===== src/rtl/pipe_hazard_ctrl.sv =====
// Hazard, forwarding and flush control for the RV32I pipeline: a shadow copy of
// the in-flight destination info drives operand bypass, load-use bubbles and write-back.
module pipe_hazard_ctrl #(
  parameter int XLEN       = 32,
  parameter int DEPTH      = 3,
  parameter int LOAD_AVAIL = 2,
  parameter int CNT_W      = 32,
  localparam int SEL_W     = $clog2(DEPTH+1)
) (
  input  logic                  clk,
  input  logic                  reset,
  input  logic                  id_valid,
  input  logic [4:0]            id_rs1_addr,
  input  logic [4:0]            id_rs2_addr,
  input  logic                  id_rs1_used,
  input  logic                  id_rs2_used,
  input  logic [4:0]            id_rd_addr,
  input  logic                  id_rf_wen,
  input  logic                  id_is_load,
  input  logic [XLEN-1:0]       rf_rs1_data,
  input  logic [XLEN-1:0]       rf_rs2_data,
  input  logic [DEPTH*XLEN-1:0] stage_result,
  input  logic                  ex_jump_flag,
  input  logic                  hold,
  output logic [XLEN-1:0]       op1_data,
  output logic [XLEN-1:0]       op2_data,
  output logic [SEL_W-1:0]      rs1_fwd_sel,
  output logic [SEL_W-1:0]      rs2_fwd_sel,
  output logic                  stall,
  output logic                  id_ready,
  output logic                  flush_id,
  output logic                  wb_en,
  output logic [4:0]            wb_addr,
  output logic [CNT_W-1:0]      stall_cnt,
  output logic [CNT_W-1:0]      flush_cnt
);

  logic [DEPTH:1]      v_q, v_d, wen_q, wen_d, ld_q, ld_d;
  logic [DEPTH:1][4:0] rd_q, rd_d;
  logic [CNT_W-1:0]    stall_cnt_q, stall_cnt_d, flush_cnt_q, flush_cnt_d;
  logic                lu1, lu2, lu_stall;

  // Scan oldest to youngest so the youngest match overwrites older ones.
  always_comb begin
    rs1_fwd_sel = '0;
    rs2_fwd_sel = '0;
    op1_data    = rf_rs1_data;
    op2_data    = rf_rs2_data;
    lu1         = 1'b0;
    lu2         = 1'b0;
    for (int k = DEPTH; k >= 1; k--) begin
      if (id_valid && id_rs1_used && (id_rs1_addr != 5'd0) && v_q[k] && wen_q[k] &&
          (rd_q[k] == id_rs1_addr)) begin
        rs1_fwd_sel = SEL_W'(k);
        op1_data    = stage_result[(k-1)*XLEN +: XLEN];
        lu1         = ld_q[k] && (k < LOAD_AVAIL);
      end
      if (id_valid && id_rs2_used && (id_rs2_addr != 5'd0) && v_q[k] && wen_q[k] &&
          (rd_q[k] == id_rs2_addr)) begin
        rs2_fwd_sel = SEL_W'(k);
        op2_data    = stage_result[(k-1)*XLEN +: XLEN];
        lu2         = ld_q[k] && (k < LOAD_AVAIL);
      end
    end
  end

  // hold dominates everything; a taken jump kills decode and masks any load-use.
  assign flush_id = ~hold & ex_jump_flag & v_q[1];
  assign lu_stall = ~hold & ~flush_id & (lu1 | lu2);
  assign stall    = hold | lu_stall;
  assign id_ready = ~stall;
  assign wb_en    = v_q[DEPTH] & wen_q[DEPTH];
  assign wb_addr  = rd_q[DEPTH];

  always_comb begin
    v_d         = v_q;
    wen_d       = wen_q;
    ld_d        = ld_q;
    rd_d        = rd_q;
    stall_cnt_d = stall_cnt_q;
    flush_cnt_d = flush_cnt_q;
    if (!hold) begin
      for (int k = DEPTH; k >= 2; k--) begin
        v_d[k]   = v_q[k-1];
        wen_d[k] = wen_q[k-1];
        ld_d[k]  = ld_q[k-1];
        rd_d[k]  = rd_q[k-1];
      end
      v_d[1]   = id_valid & ~stall & ~flush_id;
      wen_d[1] = id_rf_wen;
      ld_d[1]  = id_is_load;
      rd_d[1]  = id_rd_addr;
    end
    if (lu_stall && (stall_cnt_q != '1)) stall_cnt_d = stall_cnt_q + CNT_W'(1);
    if (flush_id && (flush_cnt_q != '1)) flush_cnt_d = flush_cnt_q + CNT_W'(1);
  end

  always_ff @(posedge clk) begin
    if (reset) begin
      v_q         <= '0;
      wen_q       <= '0;
      ld_q        <= '0;
      rd_q        <= '0;
      stall_cnt_q <= '0;
      flush_cnt_q <= '0;
    end else begin
      v_q         <= v_d;
      wen_q       <= wen_d;
      ld_q        <= ld_d;
      rd_q        <= rd_d;
      stall_cnt_q <= stall_cnt_d;
      flush_cnt_q <= flush_cnt_d;
    end
  end

  assign stall_cnt = stall_cnt_q;
  assign flush_cnt = flush_cnt_q;

endmodule


===== config.mk =====
export PLATFORM = sky130hd
export DESIGN_NAME = pipe_hazard_ctrl
export DESIGN_NICKNAME = d
export VERILOG_FILES = /design/src/rtl/pipe_hazard_ctrl.sv
export SDC_FILE = /design/constraint.sdc
export NUM_CORES = 1
export LEC_CHECK = 0
export CORE_MARGIN = 8
export CORE_UTILIZATION = 40
export DETAILED_ROUTE_END_ITERATION = 7
export PLACE_DENSITY = 0.82
export REMOVE_ABC_BUFFERS = 1
export SYNTH_ARGS = -nofsm -noshare
export SYNTH_HDL_FRONTEND = slang
export SYNTH_SLANG_ARGS = --single-unit

===== constraint.sdc =====
create_clock -name clk -period 6.2 [get_ports clk]
set_input_delay 1.24 -clock clk [delete_from_list [all_inputs] [get_ports clk]]
set_output_delay 1.24 -clock clk [all_outputs]
set_load 0.1 [all_outputs]

== Word level (Yosys, flattened, before mapping) ==
Index checks and enable logic that the tools add are counted.
Operators by class
  $add $sub $neg: 2
  equality and inequality tests: 8
  bitwise gates (word level): 12
  reductions and logical operators: 26
  multiplexer cells: 14
Operators by type and width (number)
  $mux W32: 6
  $add A32 B1 Y32 const B: 2
  $ne A32 B32 Y1 const B: 2
  $eq A5 B5 Y1: 6
  $logic_and A1 B1 Y1: 24
  $mux W2: 6
  $reduce_bool A5 Y1: 2
  $and A1 B1 Y1: 7
  $not A1 Y1: 3
  $mux W1: 2
  $or A1 B1 Y1: 2
Word-level totals
  input port bits: 184
  output and inout port bits: 141
  register bits after elaboration: 86

== Depth between registers and ports, before layout ==
Gate-level depths: netlist (run 1).
  depth in word-level cells: 12
  mapped depth: 9

== Worst setup path after synthesis (run 1) ==
No wires, ideal clock.
  path kind: input to output
  start point: input port id_rs1_addr[1]
  end point: output port op1_data[10]
  stages on the path: 7
  data arrival time: 4.946 ns
  path buffers: 1
  slack: 0.014 ns
  cell sequence: or4_1 nor2_1 nor2_1 nand3_1 buf_2 mux2i_1 a211oi_1
On the way
  longest elaborated chain between the ends: 8
  elaborated cells on any way between the ends: 17
  classes of those cells: 3 x eq/ne; 3 x mux; 11 x reduce/logical
RTL lines
  from (decl): line 13  | input logic [4:0] id_rs1_addr,
  $reduce_bool A5 Y1: line 52  | if (id_valid && id_rs1_used && (id_rs1_addr != 5'd0) && v_q[k] && wen_q[k] &&
  $logic_and A1 B1 Y1 (4 in series): line 52
  $mux W32 (2 in series): line 52
  $mux W32 *: line 52
  to (decl): line 25  | output logic [XLEN-1:0] op1_data,
Mark *: on every way between the ends. The rest lies on a longest branch, timed or not.

== Worst setup path after layout (run 1) ==
  start point: input port id_rs1_addr[1]
  end point: output port op1_data[27]
The elaborated chain is that of the path after synthesis.

==> results.txt, run 1 <==
GRT overflow: 0
Type of origin of the critical path: input pin
PwrDens: 162 mW/mm2
Mapped Avg Cell Area: 7.66 um2
CTS buffer count: 9
Maximum root-to-sink buffer count: 2
Starting DRT DRC Count: 502
CTS clock-pin slew for the worst setup and hold paths: 0.06 ns
Min-Delay Path Class: flip-flop to flip-flop
Worst Path Arrival: 4.16 ns
Part of the cycle the worst path needs: 87.0%
PortBufs: 324
Total setup buffers inserted after CTS: 0
Die Span X: 141 um
Slew margin rel.: 31.1%
Worst Tran Pin Value: 1.03 ns
Post-route minimum period: 5.40 ns
Pins Over Slew Limit: 0
Die Ht: 141 um
Synth Warn #: 0
Most instantiated cells after synthesis: nor2_1, mux2i_1, dfxtp_1
Area growth syn-to-layout: 71.0%
DP Wirelength: 21300 um
Max Cap Violations: 0
Number of synthesized flops with an enable pin: 0
Synth top area cells: dfxtp_1, mux2i_1, nor2_1, xor2_1, or3_1
Worst skew pair latency: 0.33 ns
Share of layout cells above drive strength 1: 10.7%
Final worst slack: 0.803 ns
Status: completed
Fill cell count: 1205
Hold Slack: 0.501 ns
Max IR drop VDD: 0.152 mV
Max Fanout on Critical Path: 16
H-tree level count: 3
Crit Path Class: input pin to output pin
Pre-antenna DRT Iters: 5
Pre-CTS setup slack: 0.778 ns
DRT Wirelength: 27500 um
Final nets: 1291
Setup TNS: 0 ns
LEAKAGE: 4.25 nW
Initial antenna violation count: 5
Tot GR Track Use: 26.4%
FFs w/ async S/R, synth: 0%
#FFs+latches synth: 86
Seq/Total Area, Yosys: 27.7%
Crit end category: output pin
Via count: 7494
Synth cell types: 48
Placement row count: 45
DR WL/cell: 21.1 um
Final RePlAce weighted congestion: 0.920
CTS root buffer: clkbuf_16
Post-synth top area share: 27.7%
TritonCTS clock tree: yes
Initial Utilization: 40.8%
Mapped Cells: 810
Die area: 0.0198 mm2
Number of global-route vias before repair: 7274
Largest net degree at the start of global routing: 88
Worst Skew: 0.00806 ns
DRC: 0
I/O Pins: 325
Antenna Nets Post-Route: 0
CTS Sinks: 86
Top-count cell post-synth: nor2_1
Final setup vio count: 0
RSZ-0062 raised after global routing: false
Syn Std Cell Area: 0.00621 mm2
Max Clk Rate: 0.185 GHz
Number of gates resized after CTS: 0
Core area: 0.0152 mm2
First-pass GRT wire length: 41800 um
Synth area leader: dfxtp_1
Most common flop cell mapped by yosys: dfxtp_1
DR vias/cell: 5.75
Final hold viol count: 0
Post-cts hold buffer count: 0
CP required: 4.96 ns
==> layer usage <==
layer / track usage [%] / routed length (um) / share of wire (%)
met4: 10.6 / 935 / 3.4
met2: 45.5 / 13500 / 49
met1: 31.3 / 10900 / 40
met5: 0 / 0 / 0
met3: 5.57 / 2120 / 7.7
==> kinds of logic after synthesis <==
group	count (synthesis)	share of synthesized area, %
and+or+nand+nor	324	27.2
adders and majority gates	2	0.403
muxes	88	14.2
xor gates and xnor gates	56	8.27
buffers and inverters	71	5.00
DFF	86	27.7
AOI/OAI and AO/OA	183	17.2
==> placed cells by master (no fill, tap or decap), types with 5 or more instances in the layout <==
| master | synthesis | final |
|---|---|---|
| clkdlybuf4s50_1 | 0 | 252 |
| nor2_1 | 100 | 99 |
| mux2i_1 | 87 | 87 |
| dfxtp_1 | 86 | 86 |
| buf_12 | 0 | 68 |
| a21oi_1 | 67 | 67 |
| or3_1 | 57 | 57 |
| o21ai_0 | 53 | 53 |
| nor3_1 | 42 | 42 |
| xor2_1 | 41 | 41 |
| a211oi_1 | 34 | 34 |
| nand2_1 | 30 | 30 |
| nand3_1 | 27 | 26 |
| nand4_1 | 23 | 23 |
| buf_4 | 7 | 20 |
| inv_1 | 13 | 13 |
| xnor2_1 | 12 | 12 |
| or4_1 | 11 | 11 |
| o31ai_1 | 9 | 9 |
| clkbuf_16 | 0 | 9 |
| nor4_1 | 8 | 8 |
| o21ai_1 | 8 | 8 |
| diode_2 | 0 | 5 |
==> critical path, stage by stage <==
cell and delay (ns):
clkdlybuf4s50_1 0.51, or4_1 0.57, nor2_1 0.26, nor2_1 0.17
nand4b_1 0.34, buf_4 0.33, nor3_1 0.08, a211oi_1 0.41
buf_12 0.23
==> worst paths after layout <==
kind                                     start       endpoint  slack [ns]  depth (start not counted)
worst max-delay path            id_rs1_addr[1]   op1_data[27]        0.80                          9
worst min-delay path             stall_cnt[29]  stall_cnt[29]        0.50                          2
worst max register to register         rd_q[1]  stall_cnt[11]        3.12                          8
worst min register to register   stall_cnt[29]  stall_cnt[29]        0.50                          2
==> flip-flops by register name, indices dropped and copies added (netlist names) <==
name       cells
wen_q          3
ld_q           1
v_q            3
flush_cnt     32
wb_addr        5
stall_cnt     32
rd_q          10
==> power by group <==
part           switching [W]  leakage [nW]  internal (W)
Clock               0.000215         0.179      0.000445
Sequential        0.00000778         0.695      0.000558
Combinational       0.000270          3.38      0.000222
Total               0.000492          4.25       0.00122
==> stage by stage <==
| step | cells | total power [W] | instance area (um2) | utilization [%] |
|---|---|---|---|---|
| global route | 1303 | 0.00177 | 10600 | 69.8 |
| detailed placement | 1282 | 0.00107 | 10200 | 67.3 |
| floorplan | 753 | 0.000808 | 5950 | - |
| global placement | 1282 | 0.00107 | 10200 | 67.3 |
| CTS | 1298 | 0.00172 | 10600 | 69.7 |
| finish | 1303 | 0.00172 | 10600 | 69.8 |
==> final cells by class <==
class	instances	area (um2)	area share, %
Antenna cell	5	12.5	0.118
Clock buffer	10	239	2.25
Clock inverter	6	133	1.25
Inverter	14	52.6	0.495
Multi-Input combinational cell	653	4180	39.4
Sequential cell	86	1720	16.2
Tap cell	188	235	2.22
Timing Repair Buffer	341	4040	38.1
Power figures use the tool's default switching activity.
==> run 2: changes to the inputs <==
- REMOVE_ABC_BUFFERS: 1 -> default
==> run 2 against run 1 <==
Net effect:
- first-iteration DRC count rose by 11%
- wire length rose by 2.0%
- combinational power barely moved
- worst hold slack got worse by 0.0039 ns
- die area did not move
- power fell by 5.2%
- critical path type unchanged
- critical endpoint unchanged
==> results.txt, run 2 (same netlist as run 1, synthesis figures left out) <==
Max Fanout on Critical Path: 23 (+7)
LEAKAGE: 4.22 nW (-0.65%)
Most frequent cells in the layout: clkdlybuf4s50_1, nor2_1, mux2i_1
DRT Wirelength: 28000 um (+2.0%)
Area growth syn-to-layout: 70.3%
Final nets: 1291 (unchanged)
Largest net degree at the start of global routing: 52 (-41%)
Setup TNS: 0 ns (unchanged)
Min-Delay Path Class: flip-flop to flip-flop
Initial Utilization: 40.8% (unchanged)
Share of layout cells above drive strength 1: 10.6% (-0.090 points)
Slew margin rel.: 31.6% (+0.52 points)
Pre-antenna DRT Iters: 5 (unchanged)
Worst Path Arrival: 4.24 ns (+0.08 ns)
GRT met2 Usage: 45.3% (-0.18 points)
Final setup vio count: 0 (unchanged)
Die Span X: 141 um (unchanged)
Die area: 0.0198 mm2 (unchanged)
DR vias/cell: 5.79 (+0.64%)
DP Wirelength: 21700 um (+2.1%)
PwrDens: 154 mW/mm2 (-4.8%)
CTS Sinks: 86 (unchanged)
Syn Nets: 996
Crit Path Class: input pin to output pin
Status: completed
Sw Share: 30.4% (+1.8 points)
Max Cap Violations: 0 (unchanged)
Total setup buffers inserted after CTS: 0 (unchanged)
Reg power frac: 34.8% (+1.8 points)
Routing usage on met3: 7.03% (+1.5 points)
GRT overflow: 0 (unchanged)
Commonest non-fill, non-tap cell in the layout: clkdlybuf4s50_1
Placement row count: 45 (unchanged)
Starting DRT DRC Count: 556 (+11%)
Pins Over Slew Limit: 0 (unchanged)
CTS root buffer: clkbuf_16
DR WL/cell: 21.4 um (+1.7%)
First-pass GRT wire length: 42200 um (+0.92%)
Worst Skew: 0.00297 ns (-0.00510 ns)
Busiest layer in global routing: met2
Final hold viol count: 0 (unchanged)
Worst skew pair latency: 0.33 ns (about the same)
Initial antenna violation count: 8 (+3)
Via count: 7565 (+0.95%)
Clock share of power: 34.8% (-3.6 points)
PortBufs: 324 (unchanged)
Antenna Nets Post-Route: 0 (unchanged)
I/O Pins: 325 (unchanged)
Final core utilization: 69.5% (-0.30 points)
Max Clk Rate: 0.182 GHz (-1.6%)
Type of origin of the critical path: input pin
Max IR drop VDD: 0.160 mV (+5.7%)
TritonCTS clock tree: yes
Number of gates resized after CTS: 0 (unchanged)
Core area: 0.0152 mm2 (unchanged)
Combinational power share: 30.4% (+1.7 points)
H-tree level count: 3 (unchanged)
Number of global-route vias before repair: 7238 (-0.49%)
Met1 global-route usage: 30.8% (-0.56 points)
Crit end category: output pin
Cell Int Power: 0.00113 W (-7.5%)
Post-route minimum period: 5.48 ns (+0.0872 ns)
CP required: 4.96 ns (about the same)
RSZ-0062 raised after global routing: false
P_sw: 0.000496 W (+0.65%)
CTS clock-pin slew for the worst setup and hold paths: 0.06 ns (about the same)
CTS buffer count: 9 (unchanged)
Part of the cycle the worst path needs: 88.4% (+1.4 points)
Die Ht: 141 um (unchanged)
Maximum root-to-sink buffer count: 2 (unchanged)
Worst Tran Pin Value: 1.02 ns (-0.00774 ns)
Post-cts hold buffer count: 0 (unchanged)
DRC: 0 (unchanged)
Final RePlAce weighted congestion: 0.986 (+7.2%)
Tot GR Track Use: 27.0% (+0.60 points)
[run 2: area by class of cell]
class	instances	area, um2
fill	1201	4630
clock buffer	10	229
tap	188	235
multi-input combinational	653	4180
sequential	86	1720
antenna	9	22.5
timing repair buffer	341	4040
clock inverter	6	86.3
inverter	14	52.6
[run 2: metrics by stage]
| step | total power, W | cells | hold WS [ns] | area [um2] | setup slack, ns |
|---|---|---|---|---|---|
| after global routing | 0.00168 | 1307 | 0.517 | 10600 | 0.535 |
| after global placement | 0.00107 | 1282 | 0.475 | 10200 | 0.796 |
| final | 0.00163 | 1307 | 0.497 | 10600 | 0.716 |
| after detailed placement | 0.00107 | 1282 | 0.489 | 10200 | 0.744 |
| after floorplan | 0.000820 | 810 | 0.462 | 6210 | 0.0141 |
| after CTS | 0.00164 | 1298 | 0.498 | 10500 | 0.741 |
[run 2: path summary, 6_finish.rpt]
path                            slack (ns)  cells after the start      endpoint      startpoint
worst min register to register        0.50                      2        v_q[1]          v_q[1]
worst max-delay path                  0.72                      9  op1_data[27]  id_rs1_addr[1]
worst min-delay path                  0.50                      2        v_q[1]          v_q[1]
worst max register to register        2.61                      8  stall_cnt[6]         rd_q[3]
[run 2: worst max-delay path, stage by stage]
cell and delay [ns]:
clkdlybuf4s50_1 0.53, or4_1 0.56, nor2_1 0.24, nor2_1 0.17, nand3_2 0.33, buf_12 0.28, mux2i_1 0.10, a211oi_1 0.53
buf_12 0.25
[run 2: power groups by stage]
stage	Combinational, W	Sequential (W)	Clock [W]
finish	0.000495	0.000566	0.000567
global route	0.000514	0.000566	0.000600
CTS	0.000495	0.000566	0.000575
detailed placement	0.000494	0.000578	0
global placement	0.000491	0.000578	0
floorplan	0.000242	0.000577	0
[run 2: routing by layer]
layer / share of wire, % / wire [um]
met1: 39 / 10900
met2: 49 / 13700
met3: 7.8 / 2190
met4: 4.4 / 1220
met5: 0 / 0
==> run 3: changes to the inputs <==
- clock period: 6.2 -> 6.3 ns (I/O delays scaled with it)
==> run 3 against run 2 <==
Net effect:
- wire length decreased by 1.7%
- final cell count decreased by 0.15%
- sequential share of layout area increased by 0.18 points
- setup slack improved by 0.097 ns
- worst hold slack improved by 0.0022 ns
- power decreased by 4.2%
- clock power decreased by 7.9%
- critical endpoint is now op1_data[24]
- largest cell class unchanged
- largest power group is now sequential cells
==> results.txt, run 3 (same netlist as run 1, synthesis figures left out) <==
Reg power frac: 35.7% (+0.9 points)
Post-route minimum period: 5.49 ns
Hold Startpoint: v_q[1]
Max IR drop VDD: 0.131 mV (-18%)
Clock share of power: 33.5% (-1.3 points)
DR WL/cell: 21.1 um (-1.6%)
Cell Int Power: 0.00109 W (-4.0%)
Worst Path Arrival: 4.23 ns (about the same)
Initial Utilization: 40.8% (unchanged)
DR vias/cell: 5.79 (about the same)
Combinational power share: 30.8% (+0.4 points)
Type of origin of the critical path: input pin
Worst r2r src: rd_q[3]
First-pass GRT wire length: 41800 um (-0.80%)
Die Ht: 141 um (unchanged)
PortBufs: 324 (unchanged)
DP Wirelength: 21800 um (about the same)
Total setup buffers inserted after CTS: 0 (unchanged)
DRT Wirelength: 27500 um (-1.7%)
P_sw: 0.000473 W (-4.6%)
Most frequent cells in the layout: clkdlybuf4s50_1, nor2_1, mux2i_1
Crit-path max cell delay: 0.56 ns (about the same)
Maximum root-to-sink buffer count: 2 (unchanged)
CP Launch Point: id_rs1_addr[1]
CP Capture Point: op1_data[24]
Starting DRT DRC Count: 493 (-11%)
Post-cts hold buffer count: 0 (unchanged)
PwrDens: 149 mW/mm2 (-3.1%)
Final setup vio count: 0 (unchanged)
Die Span X: 141 um (unchanged)
Antenna Nets Post-Route: 0 (unchanged)
Pins Over Slew Limit: 0 (unchanged)
Core area: 0.0152 mm2 (unchanged)
CTS clock-pin slew for the worst setup and hold paths: 0.06 ns (about the same)
Tot GR Track Use: 26.7% (-0.27 points)
Max Clk Rate: 0.182 GHz
Number of global-route vias before repair: 7178 (-0.83%)
Area growth syn-to-layout: 68.4%
Worst R2R Path Depth: 8 (unchanged)
Part of the cycle the worst path needs: 87.1%
CP Cell Sequence: clkdlybuf4s50_1, or4_1, nor2_1, nor2_1, nand3_2, buf_12, mux2i_1, a211oi_1, buf_12
Status: completed
Crit end category: output pin
Sw Share: 30.3% (-0.12 points)
Initial antenna violation count: 9 (+1)
Final worst slack: 0.813 ns (+0.0969 ns)
RSZ-0062 raised after global routing: false
Number of gates resized after CTS: 0 (unchanged)
CTS buffer count: 9 (unchanged)
CTS Sinks: 86 (unchanged)
CP max-delay cell: or4_1
LEAKAGE: 4.18 nW (-0.94%)
Worst skew pair latency: 0.33 ns (about the same)
Setup TNS: 0 ns (unchanged)
I/O Pins: 325 (unchanged)
Share of layout cells above drive strength 1: 10.5% (-0.090 points)
TritonCTS clock tree: yes
R2r endpoint: stall_cnt[11]
DRC: 0 (unchanged)
Max Cap Violations: 0 (unchanged)
Die area: 0.0198 mm2 (unchanged)
Via count: 7558 (-0.093%)
CP required: 5.04 ns (+0.08 ns)
Final RePlAce weighted congestion: 0.950 (-3.6%)
Pre-antenna DRT Iters: 7 (+2)
Worst Tran Pin Value: 1.03 ns (+0.00228 ns)
GRT overflow: 0 (unchanged)
Commonest non-fill, non-tap cell in the layout: clkdlybuf4s50_1
Final nets: 1293 (+0.15%)
Worst Skew: 0.00632 ns (+0.00335 ns)
Final hold viol count: 0 (unchanged)
Min-Delay Path Class: flip-flop to flip-flop
Hold Slack: 0.499 ns (+0.00216 ns)
Pre-CTS setup slack: 0.814 ns (+0.0692 ns)
CTS root buffer: clkbuf_16
Crit Path Class: input pin to output pin
Largest net degree at the start of global routing: 51 (-1.9%)
Tot Pwr: 0.00156 W (-4.2%)
H-tree level count: 3 (unchanged)
Max Fanout on Critical Path: 23 (unchanged)
Syn Nets: 996 (unchanged)
Slew margin rel.: 31.4% (-0.15 points)
Reg2Reg Setup Slack: 3.00 ns (+0.39 ns)
Placement row count: 45 (unchanged)
## run 3: changes by cell type in the layout (fill, tap and decap cells not counted)
cell / before / now
clkinv_4: 1 / 0
bufinv_16: 2 / 1
clkinv_2: 2 / 0
buf_12: 68 / 60
clkbuf_8: 0 / 2
buf_4: 20 / 30
clkinvlp_4: 1 / 0
diode_2: 9 / 7
clkbuf_1: 1 / 2
## run 3: how the worst min path moves through the flow
stage | endpoint | slack (ns) | depth (start not counted)
2_1_floorplan | v_q[1] | 0.46 | 2
3_3_place_gp | stall_cnt[31] | 0.47 | 2
3_5_place_dp | v_q[1] | 0.49 | 2
4_1_cts | stall_cnt[23] | 0.50 | 2
5_1_grt | stall_cnt[27] | 0.52 | 2
6_report | v_q[1] | 0.50 | 2
## run 3: worst max-delay path, delay by kind of cell
| kind | cells | cell delay, ns |
|---|---|---|
| simple gates | 4 | 1.31 |
| buf+inv | 3 | 1.04 |
| compound gates | 1 | 0.48 |
| mux | 1 | 0.11 |
## run 3: metal layers
layer | vias up | track usage, % | routed length, um
met5 | - | 0 | 25
met4 | 4 | 14.4 | 1230
met3 | 76 | 5.71 | 2130
met2 | 339 | 45.1 | 13400
met1 | 3554 | 31.1 | 10700
li1 | 3585 | - | -
## run 3: cell type report
class	instances	area, um2
diodes	7	17.5
clock buffers	13	260
clock inverters	1	30.0
fillers	1253	4750
inverters	14	52.6
multi-input cells	653	4180
flip-flops and latches	86	1720
well taps	188	235
repair buffers	343	3950
## run 3: power by group through the flow
stage	Combinational, W	Clock [W]	Sequential [W]
after floorplan	0.000239	0	0.000568
after global placement	0.000477	0	0.000569
after detailed placement	0.000480	0	0.000569
after CTS	0.000481	0.000532	0.000557
after global routing	0.000498	0.000559	0.000558
final	0.000481	0.000522	0.000557
## run 3: metrics by stage
step           utilization, %  std cells  instance area (um2)
2_1_floorplan               -        810                 6210
6_report                 68.8       1305                10500
3_5_place_dp             66.7       1284                10100
5_1_grt                  68.8       1305                10500
4_1_cts                  68.6       1298                10400
3_3_place_gp             66.7       1284                10100
